## src/rtl/hd_pkg.sv

```systemverilog
// hd_pkg: shared state encoding, op codes and defaults for the HD access blocks
package hd_pkg;

    typedef enum logic [1:0] {
        S_IDLE   = 2'd0,
        S_ACCESS = 2'd1,
        S_COMMIT = 2'd2,
        S_DONE   = 2'd3
    } hd_state_e;

    localparam logic HD_OP_READ  = 1'b0;
    localparam logic HD_OP_WRITE = 1'b1;

    localparam int HD_ADDR_W  = 10;
    localparam int HD_DATA_W  = 32;
    localparam int HD_TIMEOUT = 255;

endpackage

```

## src/rtl/hd_timeout_counter.sv

```systemverilog
// hd_timeout_counter: counts enabled cycles and flags the cycle whose count reaches TIMEOUT
module hd_timeout_counter
    import hd_pkg::*;
#(
    parameter int TIMEOUT = HD_TIMEOUT
) (
    input  logic i_clk,
    input  logic i_rst,
    input  logic i_clear,
    input  logic i_enable,
    output logic o_expired
);

    localparam logic [7:0] LIMIT = 8'(TIMEOUT);

    logic [7:0] r_count;
    logic [7:0] w_next;

    assign w_next    = r_count + 8'd1;
    assign o_expired = i_enable && (w_next == LIMIT);

    // count enabled cycles; clear restarts from zero
    always_ff @(posedge i_clk or posedge i_rst) begin
        if (i_rst)
            r_count <= 8'd0;
        else if (i_clear)
            r_count <= 8'd0;
        else if (i_enable)
            r_count <= w_next;
    end

endmodule

```

## src/rtl/hd_access_ctrl.sv

```systemverilog
// hd_access_ctrl: moves one word between HD memory and the register file on a CPU start pulse
module hd_access_ctrl
    import hd_pkg::*;
#(
    parameter int ADDR_W  = HD_ADDR_W,
    parameter int DATA_W  = HD_DATA_W,
    parameter int TIMEOUT = HD_TIMEOUT
) (
    input  logic              clock,
    input  logic              resetCPU,
    input  logic              start,
    input  logic              opWrite,
    input  logic [ADDR_W-1:0] hdAddr,
    input  logic [DATA_W-1:0] outHD,
    output logic              busy,
    output logic              done,
    output logic              error,
    output logic              wrenHD,
    output logic [DATA_W-1:0] writeHD,
    output logic              memReq,
    output logic              memWe,
    output logic [ADDR_W-1:0] memAddr,
    output logic [DATA_W-1:0] memWdata,
    input  logic              memAck,
    input  logic [DATA_W-1:0] memRdata
);

    hd_state_e r_state;
    logic      r_op;
    logic      w_accept;
    logic      w_expired;

    assign w_accept = (r_state == S_IDLE) && start;

    hd_timeout_counter #(.TIMEOUT(TIMEOUT)) u_timeout (
        .i_clk     (clock),
        .i_rst     (resetCPU),
        .i_clear   (w_accept),
        .i_enable  (r_state == S_ACCESS),
        .o_expired (w_expired)
    );

    // control FSM with all outputs registered; ack takes priority over timeout
    always_ff @(posedge clock or posedge resetCPU) begin
        if (resetCPU) begin
            r_state  <= S_IDLE;
            r_op     <= HD_OP_READ;
            busy     <= 1'b0;
            done     <= 1'b0;
            error    <= 1'b0;
            wrenHD   <= 1'b0;
            writeHD  <= '0;
            memReq   <= 1'b0;
            memWe    <= 1'b0;
            memAddr  <= '0;
            memWdata <= '0;
        end else begin
            case (r_state)
                S_IDLE: begin
                    done <= 1'b0;
                    if (start) begin
                        r_op     <= opWrite;
                        memAddr  <= hdAddr;
                        memWdata <= outHD;
                        memWe    <= opWrite;
                        memReq   <= 1'b1;
                        error    <= 1'b0;
                        busy     <= 1'b1;
                        r_state  <= S_ACCESS;
                    end
                end
                S_ACCESS: begin
                    if (memAck) begin
                        memReq <= 1'b0;
                        memWe  <= 1'b0;
                        if (r_op == HD_OP_READ) begin
                            writeHD <= memRdata;
                            wrenHD  <= 1'b1;
                            r_state <= S_COMMIT;
                        end else begin
                            done    <= 1'b1;
                            r_state <= S_DONE;
                        end
                    end else if (w_expired) begin
                        memReq  <= 1'b0;
                        memWe   <= 1'b0;
                        error   <= 1'b1;
                        done    <= 1'b1;
                        r_state <= S_DONE;
                    end
                end
                S_COMMIT: begin
                    wrenHD  <= 1'b0;
                    done    <= 1'b1;
                    r_state <= S_DONE;
                end
                S_DONE: begin
                    done    <= 1'b0;
                    busy    <= 1'b0;
                    r_state <= S_IDLE;
                end
                default: r_state <= S_IDLE;
            endcase
        end
    end

endmodule

```

## config.mk

```make
export PLATFORM = sky130hd
export DESIGN_NAME = hd_access_ctrl
export DESIGN_NICKNAME = d
export VERILOG_FILES = /design/src/rtl/hd_pkg.sv /design/src/rtl/hd_timeout_counter.sv /design/src/rtl/hd_access_ctrl.sv
export SDC_FILE = /design/constraint.sdc
export NUM_CORES = 1
export LEC_CHECK = 0
export BUFFER_PORTS_ARGS = -buffer_cell sky130_fd_sc_hd__buf_2
export CORE_MARGIN = 4
export CORE_UTILIZATION = 35
export DETAILED_ROUTE_END_ITERATION = 6
export PLACE_DENSITY = 0.73
export SETUP_SLACK_MARGIN = 0.5
export SLEW_MARGIN = 20
export SYNTH_ARGS = -nofsm -noshare
export SYNTH_HDL_FRONTEND = slang
export SYNTH_SLANG_ARGS = --single-unit
```

## constraint.sdc

```tcl
create_clock -name clock -period 7.5 [get_ports clock]
set_input_delay 0.75 -clock clock [delete_from_list [all_inputs] [get_ports clock]]
set_output_delay 0.75 -clock clock [all_outputs]
set_load 0.02 [all_outputs]
```

==> reports/metrics.csv <==
stage,metric,value,unit
synth,top cell type by total area after synthesis,dfrtp_1,
outcome,status,"finished, final reports clean",
pwr,Tot Pwr,0.00212,W
detailed_routing,drt wl/cell,13.3,um
synth,"count leader, synth",nand2_1,
worst_setup_path,"CP delay by family, top",simple AND/OR/NAND/NOR gates,
timing,worst-margin pin slew,0.971,ns
worst_setup_path,Bufs and invs on worst path,1,
detailed_routing,via count,3020,
worst_setup_path,CP max stage cell,ha_1,
global_route,antenna violations before repair,1,
timing,Hold Fails Final Rpt,0,
timing,RSZ-0062 raised after global routing,false,
worst_hold_path,Hold Path Sink,memWdata[9],
global_route,total grt overflow,0,
timing,Period minus WS final,2.14,ns
worst_setup_path,Worst setup SP type,flop,
worst_setup_path,worst r2r src,r_state[1],
clocking,setup bufs post-CTS,0,
worst_setup_path,CP Max Fanout,16,
final_layout,proportion of layout cells with a drive suffix above 1,0.412,
final_layout,nets@finish,600,
place,Final HPWL DP,6380,um
synth,Commonest cells post-synth,"nand2_1 (144), dfrtp_1 (91), mux2_2 (32)",
final_layout,area delta synth->final,30.2,%
place,Port Buffer Count,158,
synth,post-synth top area share,0.609,
job,max-cap viol count,0,
worst_setup_path,Worst path max stage delay,0.50,ns
floorplanning,die height,111,um
detailed_routing,DRC,0,
synth,Syn Nets,445,
worst_setup_path,FF-to-FF End,r_state[1],
floorplanning,chip width,111,um
global_route,largest net degree at the start of global routing,92,
synth,synth top area cells,"dfrtp_1 (61%), nand2_1 (14%), mux2_2 (9.6%), ha_1 (2.0%), xor2_1 (1.6%)",
synth,library cells used by synthesis,31,
pwr,Int Power,0.00124,W
global_route,Global Route Usage Sum,0.145,
pwr,clock share of power,0.158,
synth,most common flop cell mapped by yosys,dfrtp_1,
worst_hold_path,hold-critical path depth,2,
clocking,clock sinks,91,
detailed_routing,Detailed Route Iter0 Violations,129,
pwr,Switch Pwr,0.000884,W
synth,synthesized area per cell,10.4,um^2
worst_setup_path,crit path DAT,2.37,ns
pwr,VDD IR max,174,uV
timing,Slew headroom,0.353,
clocking,CTS tree,done,
global_route,vias in the first global route,3205,
floorplanning,cell row count,37,
synth,sequential area share after synthesis,0.609,
detailed_routing,vias per cell,4.60,
final_layout,Fill cells,1009,
pwr,Logic pwr share,0.440,
place,Post-Place Cells,640,
timing,Final Max Tran Viols,0,
worst_setup_path,"setup slack, reg-to-reg",5.36,ns
floorplanning,Top-Level Pins,159,
pwr,Leak,2.61,nW
clocking,post-cts gate resize count,0,
synth,Post-Syn Area,3740,um^2
timing,fmax,468,MHz
pwr,Flop pwr share,0.402,
timing,min setup slack post-route,5.36,ns
detailed_routing,Detail Route Antenna Nets,0,
clocking,Worst-Skew Late Latency,0.34,ns
clocking,maximum clock path buffer count,2,
synth,Post-synth EDFFs,0,
worst_setup_path,crit-path cells,inv_1 -> ha_1 -> nor2b_1 -> nor2_1 -> a22oi_1 -> o21ai_0 -> or3_1,
clocking,CTS root buf,clkbuf_8,
clocking,hold buffers post-CTS,0,
floorplanning,initial core utilization,0.360,
synth,"FFs w/ async S/R, synth",1.00,
pwr,Net Sw Frac,0.417,
final_layout,diodes inserted,0,
clocking,H-tree Lvls,3,
pwr,PD cells,436,nW/um^2
worst_setup_path,R2R cell count,7,
timing,fin crit share,0.285,
floorplanning,die area,12400,um^2
synth,synthesized flop and latch total,91,
place,dpl ws,5.28,ns
place,routability cong.,0.814,
worst_hold_path,Hold Path Class,flop to flop,
worst_hold_path,HP Start,memWdata[9],
clocking,"Reg clk slew, reported paths",0.09,ns
worst_setup_path,CP Capture Type,flop,
global_route,first-pass GRT wire length,15000,um
synth,Synth Instances,360,
timing,Clock Skews,0.0107,ns
detailed_routing,first-pass iteration count of the detailed router,4,
floorplanning,Core ar.,10400,um^2
final_layout,fin cells,656,
worst_setup_path,CP required,7.73,ns
timing,Setup Viol. Count Final,0,
worst_setup_path,WS Path Type,flop to flop,
clocking,total CTS buffers,9,
detailed_routing,Post-Route WL,8730,um
synth,"Warnings, synthesis",0,
timing,Setup Total Neg Slack,0,ns
==> power groups by stage <==
stage          sequential [W]  combinational (W)  clock, W
3_3_place_gp         0.000849           0.000924         0
4_1_cts              0.000854           0.000950  0.000351
5_1_grt              0.000888            0.00103  0.000369
3_5_place_dp         0.000860           0.000952         0
6_report             0.000851           0.000933  0.000335
2_1_floorplan         0.00110           0.000376         0
==> layout by cell type (no fill, tap or decap), drive strengths merged, types with 2 or more instances in the layout <==
cell      count
a211oi        2
or3           2
clkinvlp      3
nand2b        3
mux2         33
o21ai         9
nand3         4
a21oi         2
and2          2
clkbuf       11
a31oi         2
buf         161
nand2       144
dfrtp        91
xor2          7
nand4         3
xnor2         2
ha            6
inv           6
nor2         16
nor2b         2
==> routing by layer <==
layer | track usage | share of wire
met1 | 0.166 | 0.39
met2 | 0.258 | 0.52
met3 | 0.0451 | 0.067
met4 | 0.0479 | 0.019
met5 | 0 | 0.00080
==> sequential cells by signal, indices dropped and copies added, names as in the netlist, 2 cells and up <==
signal	cells
memAddr	10
writeHD	32
r_state	2
u_timeout.r_count	8
memWdata	32
==> cell families (layout without fill, tap and decap cells) <==
group                    Yosys count  in the layout  share of synthesized area
XOR/XNOR                           9              9                     0.0211
adder cells (fa/ha/maj)            6              6                     0.0201
buffers and inverters             23            183                     0.0234
multiplexers                      33             33                     0.0994
AO/OA/AOI/OAI                     19             19                     0.0321
AND/OR/NAND/NOR                  179            179                      0.195
flip-flops                        91             91                      0.609
==> through the flow <==
step | hold WS (ns) | util | cell area, um^2
global placement | 0.455 | 0.449 | 4660
global route | 0.510 | 0.469 | 4860
floorplan | 0.472 | - | 3740
finish | 0.482 | 0.469 | 4860
CTS | 0.485 | 0.469 | 4860
detailed placement | 0.457 | 0.449 | 4660
==> worst max-delay path by stage <==
stage,start,end,slack [ns],depth (start not counted)
floorplan,resetCPU,busy,4.39,1
global placement,start,memWe,5.36,5
detailed placement,start,memWe,5.28,5
CTS,r_state[0],memWe,5.33,6
global route,r_state[0],memWe,5.13,6
finish,r_state[1],r_state[1],5.36,7
==> final cells by class <==
cell class	instances	area [um^2]	share of cell area
Inverter	6	23.8	0.00489
Sequential cell	91	2280	0.468
Clock inverter	5	61.3	0.0126
Tap cell	136	170	0.0350
Multi-Input combinational cell	246	1370	0.282
Timing Repair Buffer	161	817	0.168
Clock buffer	11	141	0.0291
==> tightest hold or removal path, cell delays in order (launching register included) <==
cell and delay [ns]:
dfrtp_1 0.35, nand2_1 0.05, nand2_1 0.05
Note: power is estimated with default switching activity, not from simulation.
